[src/rtl/rdma_sink_pkg.sv]
// rdma_sink_pkg: shared widths, request/completion layouts and FSM states for the RDMA write sink.
package rdma_sink_pkg;
  localparam int DATA_BITS  = 512;
  localparam int REQ_BITS   = 96;
  localparam int LEN_BITS   = 28;
  localparam int PID_BITS   = 6;
  localparam int BEAT_BYTES = DATA_BITS / 8;
  localparam int CPL_BITS   = 40;
  typedef enum logic [1:0] {IDLE, CMD, DATA, CPL} state_t;
  typedef struct packed {
    logic [12:0]         rsvd;
    logic                host;
    logic [PID_BITS-1:0] pid;
    logic [LEN_BITS-1:0] len;
    logic [47:0]         vaddr;
  } req_t;
  typedef struct packed {
    logic [4:0]          rsvd;
    logic                err;
    logic [PID_BITS-1:0] pid;
    logic [LEN_BITS-1:0] len;
  } cpl_t;
endpackage

[src/rtl/keep_popcount.sv]
// keep_popcount: counts set bits of a 64-bit tkeep into a 7-bit byte count.
module keep_popcount (
  input  logic [63:0] keep_i,
  output logic [6:0]  cnt_o
);
  always_comb begin
    cnt_o = '0;
    for (int i = 0; i < 64; i++) cnt_o = cnt_o + 7'(keep_i[i]);
  end
endmodule

[src/rtl/rdma_wr_req_sink.sv]
// rdma_wr_req_sink: turns RDMA write requests into host write commands, forwards exactly len
// payload bytes with regenerated tlast, and reports one completion per request.
module rdma_wr_req_sink
  import rdma_sink_pkg::*;
(
  input  logic                    aclk,
  input  logic                    areset,
  input  logic                    s_req_valid,
  output logic                    s_req_ready,
  input  logic [REQ_BITS-1:0]     s_req_data,
  output logic                    m_cmd_valid,
  input  logic                    m_cmd_ready,
  output logic [REQ_BITS-1:0]     m_cmd_data,
  input  logic                    s_axis_tvalid,
  output logic                    s_axis_tready,
  input  logic [DATA_BITS-1:0]    s_axis_tdata,
  input  logic [BEAT_BYTES-1:0]   s_axis_tkeep,
  input  logic                    s_axis_tlast,
  output logic                    m_axis_tvalid,
  input  logic                    m_axis_tready,
  output logic [DATA_BITS-1:0]    m_axis_tdata,
  output logic [BEAT_BYTES-1:0]   m_axis_tkeep,
  output logic                    m_axis_tlast,
  output logic                    m_cpl_valid,
  input  logic                    m_cpl_ready,
  output logic [CPL_BITS-1:0]     m_cpl_data,
  output logic [15:0]             err_cnt
);
  state_t              state_q, state_d;
  req_t                req_q, req_d;
  logic [LEN_BITS-1:0] rem_q, rem_d, keep_len;
  logic                err_q, err_d;
  logic [15:0]         err_cnt_q, err_cnt_d;
  logic [6:0]          keep_cnt;
  logic                in_data, gen_last, beat_fire;
  keep_popcount u_pc (.keep_i(s_axis_tkeep), .cnt_o(keep_cnt));
  assign keep_len  = LEN_BITS'(keep_cnt);
  assign in_data   = state_q == DATA;
  assign gen_last  = rem_q <= keep_len;
  assign beat_fire = s_axis_tvalid && s_axis_tready;
  always_comb begin
    s_req_ready   = state_q == IDLE && !areset;
    m_cmd_valid   = state_q == CMD;
    m_cmd_data    = req_q;
    s_axis_tready = in_data && m_axis_tready;
    m_axis_tvalid = in_data && s_axis_tvalid;
    m_axis_tdata  = s_axis_tdata;
    m_axis_tkeep  = s_axis_tkeep;
    m_axis_tlast  = in_data && gen_last;
    m_cpl_valid   = state_q == CPL;
    m_cpl_data    = {5'b0, err_q, req_q.pid, req_q.len};
    err_cnt       = err_cnt_q;
  end
  always_comb begin
    state_d = state_q;
    req_d   = req_q;
    rem_d   = rem_q;
    err_d   = err_q;
    unique case (state_q)
      IDLE: if (s_req_valid && s_req_ready) begin
        req_d      = s_req_data;
        req_d.rsvd = '0;
        rem_d      = req_d.len;
        err_d      = 1'b0;
        state_d    = CMD;
      end
      CMD:  if (m_cmd_ready) state_d = req_q.len == '0 ? CPL : DATA;
      DATA: if (beat_fire) begin
        rem_d   = rem_q > keep_len ? rem_q - keep_len : '0;
        // excess stack data is not consumed: a late tlast or empty beat just flags the request
        err_d   = err_q | (s_axis_tlast != gen_last) | ~|s_axis_tkeep;
        state_d = gen_last ? CPL : DATA;
      end
      CPL:  if (m_cpl_ready) state_d = IDLE;
      default: state_d = IDLE;
    endcase
    err_cnt_d = (in_data && state_d == CPL && err_d && ~&err_cnt_q) ? err_cnt_q + 16'd1 : err_cnt_q;
  end
  always_ff @(posedge aclk) begin
    if (areset) begin
      state_q   <= IDLE;
      req_q     <= '0;
      rem_q     <= '0;
      err_q     <= 1'b0;
      err_cnt_q <= '0;
    end else begin
      state_q   <= state_d;
      req_q     <= req_d;
      rem_q     <= rem_d;
      err_q     <= err_d;
      err_cnt_q <= err_cnt_d;
    end
  end
endmodule

[config.mk]
export PLATFORM = sky130hd
export DESIGN_NAME = rdma_wr_req_sink
export DESIGN_NICKNAME = d
export VERILOG_FILES = /design/src/rtl/rdma_sink_pkg.sv /design/src/rtl/keep_popcount.sv /design/src/rtl/rdma_wr_req_sink.sv
export SDC_FILE = /design/constraint.sdc
export NUM_CORES = 1
export LEC_CHECK = 0
export BUFFER_PORTS_ARGS = -buffer_cell sky130_fd_sc_hd__buf_2
export CAP_MARGIN = 20
export CORE_AREA = 2 2 547 549
export CTS_CLUSTER_SIZE = 20
export DETAILED_ROUTE_END_ITERATION = 6
export DIE_AREA = 0 0 549 551
export HOLD_SLACK_MARGIN = 0.03
export PLACE_DENSITY_LB_ADDON = 0.12
export SLEW_MARGIN = 0
export SYNTH_ARGS = -nofsm -noshare
export SYNTH_HDL_FRONTEND = slang
export SYNTH_SLANG_ARGS = --single-unit
[constraint.sdc]
create_clock -name aclk -period 13.75 [get_ports aclk]
set_input_delay 1.375 -clock aclk [delete_from_list [all_inputs] [get_ports aclk]]
set_output_delay 1.375 -clock aclk [all_outputs]
set_load 0.05 [all_outputs]
==> results of run 1 <==
[cells in the mapped netlist (25+ instances only)]
cell type / number / area (sq um)
fa_1: 55 / 1100
buf_4: 629 / 4720
a21oi_1: 35 / 175
nor2_1: 27 / 101
dfxtp_1: 130 / 2600
nand2_1: 98 / 368
nor4_1: 27 / 169
o21ai_0: 102 / 510
nand2b_1: 82 / 513
inv_1: 107 / 402
ha_1: 25 / 313
clkbuf_1: 39 / 146
[per-layer routing]
metal | share of wire [%] | up-vias | routed length, microns
met5 | 0.46 | - | 500
met4 | 9.0 | 40 | 9660
met3 | 18 | 467 | 19500
met2 | 38 | 808 | 41100
met1 | 34 | 4256 | 36900
li1 | - | 3931 | -
[final timing paths]
check	slack, ns	depth (start not counted)	to	start
max	2.67	31	m_axis_tlast	s_axis_tkeep[0]
max reg2reg	9.94	10	rem_q[6]	rem_q[0]
min	0.47	2	rem_q[0]	rem_q[0]
min reg2reg	0.47	2	rem_q[0]	rem_q[0]
[layout make-up]
type                       instances  area [sq um]  area share [%]
clock buffer                      28           657            4.28
clock inverter                     3          65.1           0.424
tap                             3939          4930            32.1
timing repair buffer             377          1940            12.6
inverter                         107           402            2.62
sequential                       130          2600            16.9
antenna                           12          30.0           0.196
multi-input combinational        664          4730            30.8
[power groups by stage]
stage	logic [mW]	clock network [mW]	registers (mW)
floorplan	3.35	0	0.495
global placement	6.17	0	0.444
detailed placement	6.09	0	0.444
CTS	6.13	0.702	0.436
global route	6.44	0.698	0.439
finish	5.47	0.639	0.434
[critical path, delay by kind of cell]
family | cells | cell delay, ns
adder cells (fa/ha/maj) | 11 | 5.02
XOR/XNOR | 1 | 0.10
AND/OR/NAND/NOR | 5 | 0.62
buffers and inverters | 9 | 1.15
AO/OA/AOI/OAI | 5 | 1.41
[state kept, by name, indices dropped and copies added, names as in the netlist]
signal / flops
err_cnt: 16
err_q: 1
m_cmd_data: 83
rem_q: 28
state_q: 2
[metrics by stage]
stage                     hold WS [ns]  power (mW)
after global placement           0.459        6.62
after floorplan                  0.440        3.84
after global routing             0.488        7.58
final                            0.465        6.54
after CTS                        0.475        7.26
after detailed placement         0.464        6.53
[logic make-up after synthesis]
kind of cell / share of synthesized area [%]
XOR/XNOR: 0.696
AO/OA/AOI/OAI: 10.5
other: 0.0298
adder cells (fa/ha/maj): 11.2
multiplexers: 0.249
buffers and inverters: 42.3
AND/OR/NAND/NOR: 14.4
flip-flops: 20.7
==> parameters.txt, run 1 <==
Parameter                              Value

Status
  Run status    finished, final reports clean

GRT
  Wire length of the first global-routing pass    130000 microns
  Global route hottest layer    met2
  Pin count of the biggest net entering global routing    67
  Vias in the first global route    9992
  Number of antenna violations at the first check in global routing    38
  Total overflow reported by the global router    0
  Met1 track demand over resource in global routing    6.80%
  GR Util All Layers    6.82%
  Met2 track demand over resource    9.08%
  Met3 track demand over resource in global routing    5.42%

Place
  Final weighted congestion of routability-driven global placement    0.701
  HPWL after DPL    92200 microns
  Worst slack after detailed placement    2.49 ns
  Instance count after placement with tap cells included    5217
  Number of port buffers    358
  Placed standard-cell area    0.0146 sq mm

Critical path
  Nature of the critical path startpoint    primary input
  Delay of the slowest cell on the worst path    0.62 ns
  Kind of end point of the critical path    output port
  Worst-path maximum fanout    8
  CP Data Arrival Time    9.71 ns
  Worst setup path class    in2out
  CP dominant cell by count    fa_1
  Req. time, crit path    12.38 ns
  Critical path's slowest cell    a211oi_1

STA
  Worst relative slew slack    32.7%
  Final total negative setup slack    0 ns
  Clock period minus final worst setup slack    11.08 ns
  Final setup violating endpoints    0
  Post-Route Skew    0.0305 ns
  Transition at the pin with the smallest max-transition slack    0.999 ns
  Maximum frequency from static timing analysis    90.2 MHz
  Setup ws final    2.67 ns
  Setup repair after global routing missed its margin    no
  Final Slew Violations    0
  Final Hold Fails    0
  Final critical-path share of the clock period    80.6%

Job
  Number of maximum-capacitance violations    0

Clock network
  Maximum level of the CTS H-tree    4
  Hold buffer count at cts    0
  Clock tree sinks    130
  Buffers inserted during post-CTS setup optimization    0
  Clock input transition at the sequential cells of the worst setup and hold paths    0.06 ns
  Maximum count of clock buffers along a single path    3
  Clock tree from TritonCTS    yes
  Clock insertion delay at the later pin of the skew report    0.56 ns
  Number of clock buffers inserted by TritonCTS    25
  Post-CTS resize count    0
  Root Driver    clkbuf_16

Floorplanning
  Die extent in x    549 microns
  Top-level port count    1414
  DIE AREA    0.302 sq mm
  DIE HEIGHT    551 microns
  Area of the core region    0.296 sq mm
  Number of rows created at floorplan    200
  Starting Density    4.25%

Routing
  Residual DRC count    0
  Routed wire per std cell    20.5 microns
  Vias per inst    1.81
  1st-pass router iterations    4
  Number of antenna-violating nets in the routed design    0
  Via count of the routed design    9502
  Number of violations reported at the end of detailed-routing iteration 0    446
  Final wirelength    108000 microns

Pwr
  Switching part of the total power    58.4%
  IR Drop Worst-Case VDD    0.723 mV
  Part of the power in registers    6.6%
  Cell Int Power    2.72 mW
  NetSw    3.82 mW
  Combinational group share of total power    83.6%
  Clock network power share    9.8%
  Leakage    5.22 nW
  Pwr dens    426 mW/mm^2

Yosys
  Main flop type after synthesis    dfxtp_1
  Cells after Synth    1563
  FFs w/ async S/R, synth    0%
  Register bit count reported by yosys    130
  Sequential cell area fraction in the yosys report    20.7%
  Warning count from the yosys run    0
  Cell area after technology mapping    0.0126 sq mm
  Synthesized area per cell    8.05 sq um
  Count of flip-flops with a built-in enable after synthesis    0
  Synth cell types    62

Finish
  Most common library cell in the layout ignoring fill and taps    buf_2
  Non-filler cells, final    5260
  Util after Layout    5.18%
  Area growth from synthesis to final layout    22.0%
  Fill count    35200
  Fraction of layout instances using a drive strength above 1    32.4%
  Post-route cell area    0.0154 sq mm
  NumNets Final    2065
  Commonest cells after routing, fill and taps aside    buf_2 (357), dfxtp_1 (130), inv_1 (107)

Worst hold path
  Min-delay worst type    reg2reg
(Power assumes the default switching activity.)
==> run 2, diff against run 1 <==
CORE_AREA = 2 2 545 547   (was 2 2 547 549)
DIE_AREA = 0 0 547 549   (was 0 0 549 551)
clock period = 9.5 ns   (was 13.75 ns; I/O delays follow)
==> parameters.txt, run 2 (synthesized netlist as in run 1, its figures left out) <==
Parameter                              Value

Pwr
  Cell Int Power    5.55 mW
  Combinational group share of total power    86.4%
  IR Drop Worst-Case VDD    0.831 mV
  Overall power of the completed layout    11.1 mW
  Leakage    5.57 nW
  NetSw    5.53 mW
  Clock network power share    7.9%
  Switching part of the total power    49.9%
  Part of the power in registers    5.7%
  Pwr dens    690 mW/mm^2

Worst hold path
  Number of cells traversed by the worst hold path    2
  Min-delay worst type    reg2reg

Routing
  Number of antenna-violating nets in the routed design    0
  1st-pass router iterations    5
  Number of violations reported at the end of detailed-routing iteration 0    448
  Vias per inst    1.84
  Via count of the routed design    9785
  Routed wire per std cell    20.7 microns
  Residual DRC count    0
  Final wirelength    110000 microns

Job
  Number of maximum-capacitance violations    0

STA
  Worst Hold Slack    0.473 ns
  Maximum frequency from static timing analysis    107 MHz
  Post-Route Skew    0.0242 ns
  Transition at the pin with the smallest max-transition slack    0.865 ns
  Clock period minus final worst setup slack    9.32 ns
  Final Slew Violations    0
  Worst relative slew slack    42.1%
  Final setup violating endpoints    0
  Setup repair after global routing missed its margin    yes
  Final Hold Fails    0
  Final critical-path share of the clock period    98.1%

Finish
  Max FFs per register    83
  Post-route cell area    0.0161 sq mm
  Non-filler cells, final    5330
  Commonest cells after routing, fill and taps aside    buf_2 (354), dfxtp_1 (130), inv_1 (104)
  Fill count    34800
  Most common library cell in the layout ignoring fill and taps    buf_2
  Fraction of layout instances using a drive strength above 1    36.9%
  Area growth from synthesis to final layout    27.6%
  NumNets Final    2130
  Util after Layout    5.44%

Place
  Instance count after placement with tap cells included    5278
  Placed standard-cell area    0.0152 sq mm
  HPWL after DPL    95200 microns
  Number of port buffers    358
  Final weighted congestion of routability-driven global placement    0.738

Clock network
  Maximum count of clock buffers along a single path    3
  Clock tree sinks    130
  Number of clock buffers inserted by TritonCTS    25
  Clock insertion delay at the later pin of the skew report    0.58 ns
  Root Driver    clkbuf_16
  Maximum level of the CTS H-tree    4
  Clock input transition at the sequential cells of the worst setup and hold paths    0.09 ns
  Hold buffer count at cts    0
  Clock tree from TritonCTS    yes

Critical path
  Reg-to-Reg End    err_cnt[14]
  Kind of end point of the critical path    output port
  Req. time, crit path    8.55 ns
  CP Data Arrival Time    8.37 ns
  Nature of the critical path startpoint    primary input
  Worst-path maximum fanout    2
  Worst setup path class    in2out
  Worst-case reg-to-reg path depth    7
  Reg-to-reg slack, setup    6.21 ns
  Worst flop-to-flop path startpoint    rem_q[8]
  Capture point of the worst path    m_axis_tlast
  Launch point of the worst path    s_axis_tkeep[0]

Floorplanning
  Area of the core region    0.295 sq mm
  Starting Density    4.27%
  DIE AREA    0.300 sq mm
  Number of rows created at floorplan    200
  Top-level port count    1414
  DIE HEIGHT    549 microns
  Die extent in x    547 microns

GRT
  Wire length of the first global-routing pass    134000 microns
  GR Util All Layers    7.10%
  Number of antenna violations at the first check in global routing    52
  Pin count of the biggest net entering global routing    152
  Total overflow reported by the global router    0
  Vias in the first global route    10300

Status
  Run status    finished, final reports clean
-- run 2: cell count changes in the layout (fill, tap and decap cells not counted), moves of 4 or more --
cell,change
buf_12,+7
ha_4,+4
ha_1,-4
buf_4,+57
diode_2,+4
-- run 2: per-stage QoR --
step / TNS [ns] / worst slack, ns
detailed placement: -0.758 / -0.252
finish: 0 / 0.181
CTS: 0 / 0.0118
floorplan: 0 / 0.311
global route: -0.178 / -0.178
global placement: -2.15 / -0.388
-- run 2: how the worst min path moves through the flow --
stage / startpoint / end
after floorplan: rem_q[0] / rem_q[0]
after global placement: m_cmd_data[6] / m_cmd_data[6]
after detailed placement: m_cmd_data[25] / m_cmd_data[25]
after CTS: m_cmd_data[19] / m_cmd_data[19]
after global routing: m_cmd_data[9] / m_cmd_data[9]
final: m_cmd_data[25] / m_cmd_data[25]
-- run 2: routing by layer --
| layer | GRT usage [%] | wire length (microns) | vias to the layer above |
|---|---|---|---|
| met5 | 0.427 | 210 | - |
| met4 | 6.30 | 10400 | 18 |
| met3 | 5.66 | 19200 | 433 |
| met2 | 9.78 | 43600 | 873 |
| met1 | 6.67 | 37100 | 4403 |
| li1 | - | - | 4058 |
-- run 2: layout make-up --
type                            instances  area (sq um)  area share, %
Antenna cell                           16          40.0          0.249
Clock buffer                           30           674           4.20
Clock inverter                          2          12.5         0.0779
Inverter                              107           407           2.53
Multi-Input combinational cell        664          4850           30.2
Sequential cell                       130          2600           16.2
Tap cell                             3939          4930           30.7
Timing Repair Buffer                  442          2540           15.8
-- run 2: power by group through the flow --
stage                     combinational (mW)  clock [mW]  sequential (mW)
final                                   9.57       0.872            0.635
after CTS                               9.74       0.954            0.640
after detailed placement                9.00           0            0.651
after floorplan                         4.84           0            0.717
after global placement                  9.13           0            0.652
after global routing                    10.8       0.952            0.643
-- run 2: what timing repair did --
item	in CTS	in global routing
setup endpoints to repair	1	1
resized for setup	7	25
pin swaps	11	28
buffers inserted	1	3
endpoints found under the hold margin	0	0
-- run 2: critical path, stage by stage --
cell	delay, ns
buf_8	0.08
inv_4	0.03
ha_4	0.25
inv_2	0.03
fa_1	0.48
fa_1	0.59
fa_1	0.48
fa_1	0.52
fa_2	0.60
fa_1	0.46
fa_1	0.52
fa_1	0.53
fa_2	0.41
fa_2	0.37
nor2b_1	0.12
o21ai_1	0.07
nand2b_1	0.11
buf_4	0.13
xnor2_2	0.05
buf_4	0.16
ha_4	0.27
nand4b_1	0.15
buf_4	0.17
o22a_4	0.20
or2_4	0.26
nor2_4	0.11
buf_6	0.11
buf_12	0.13
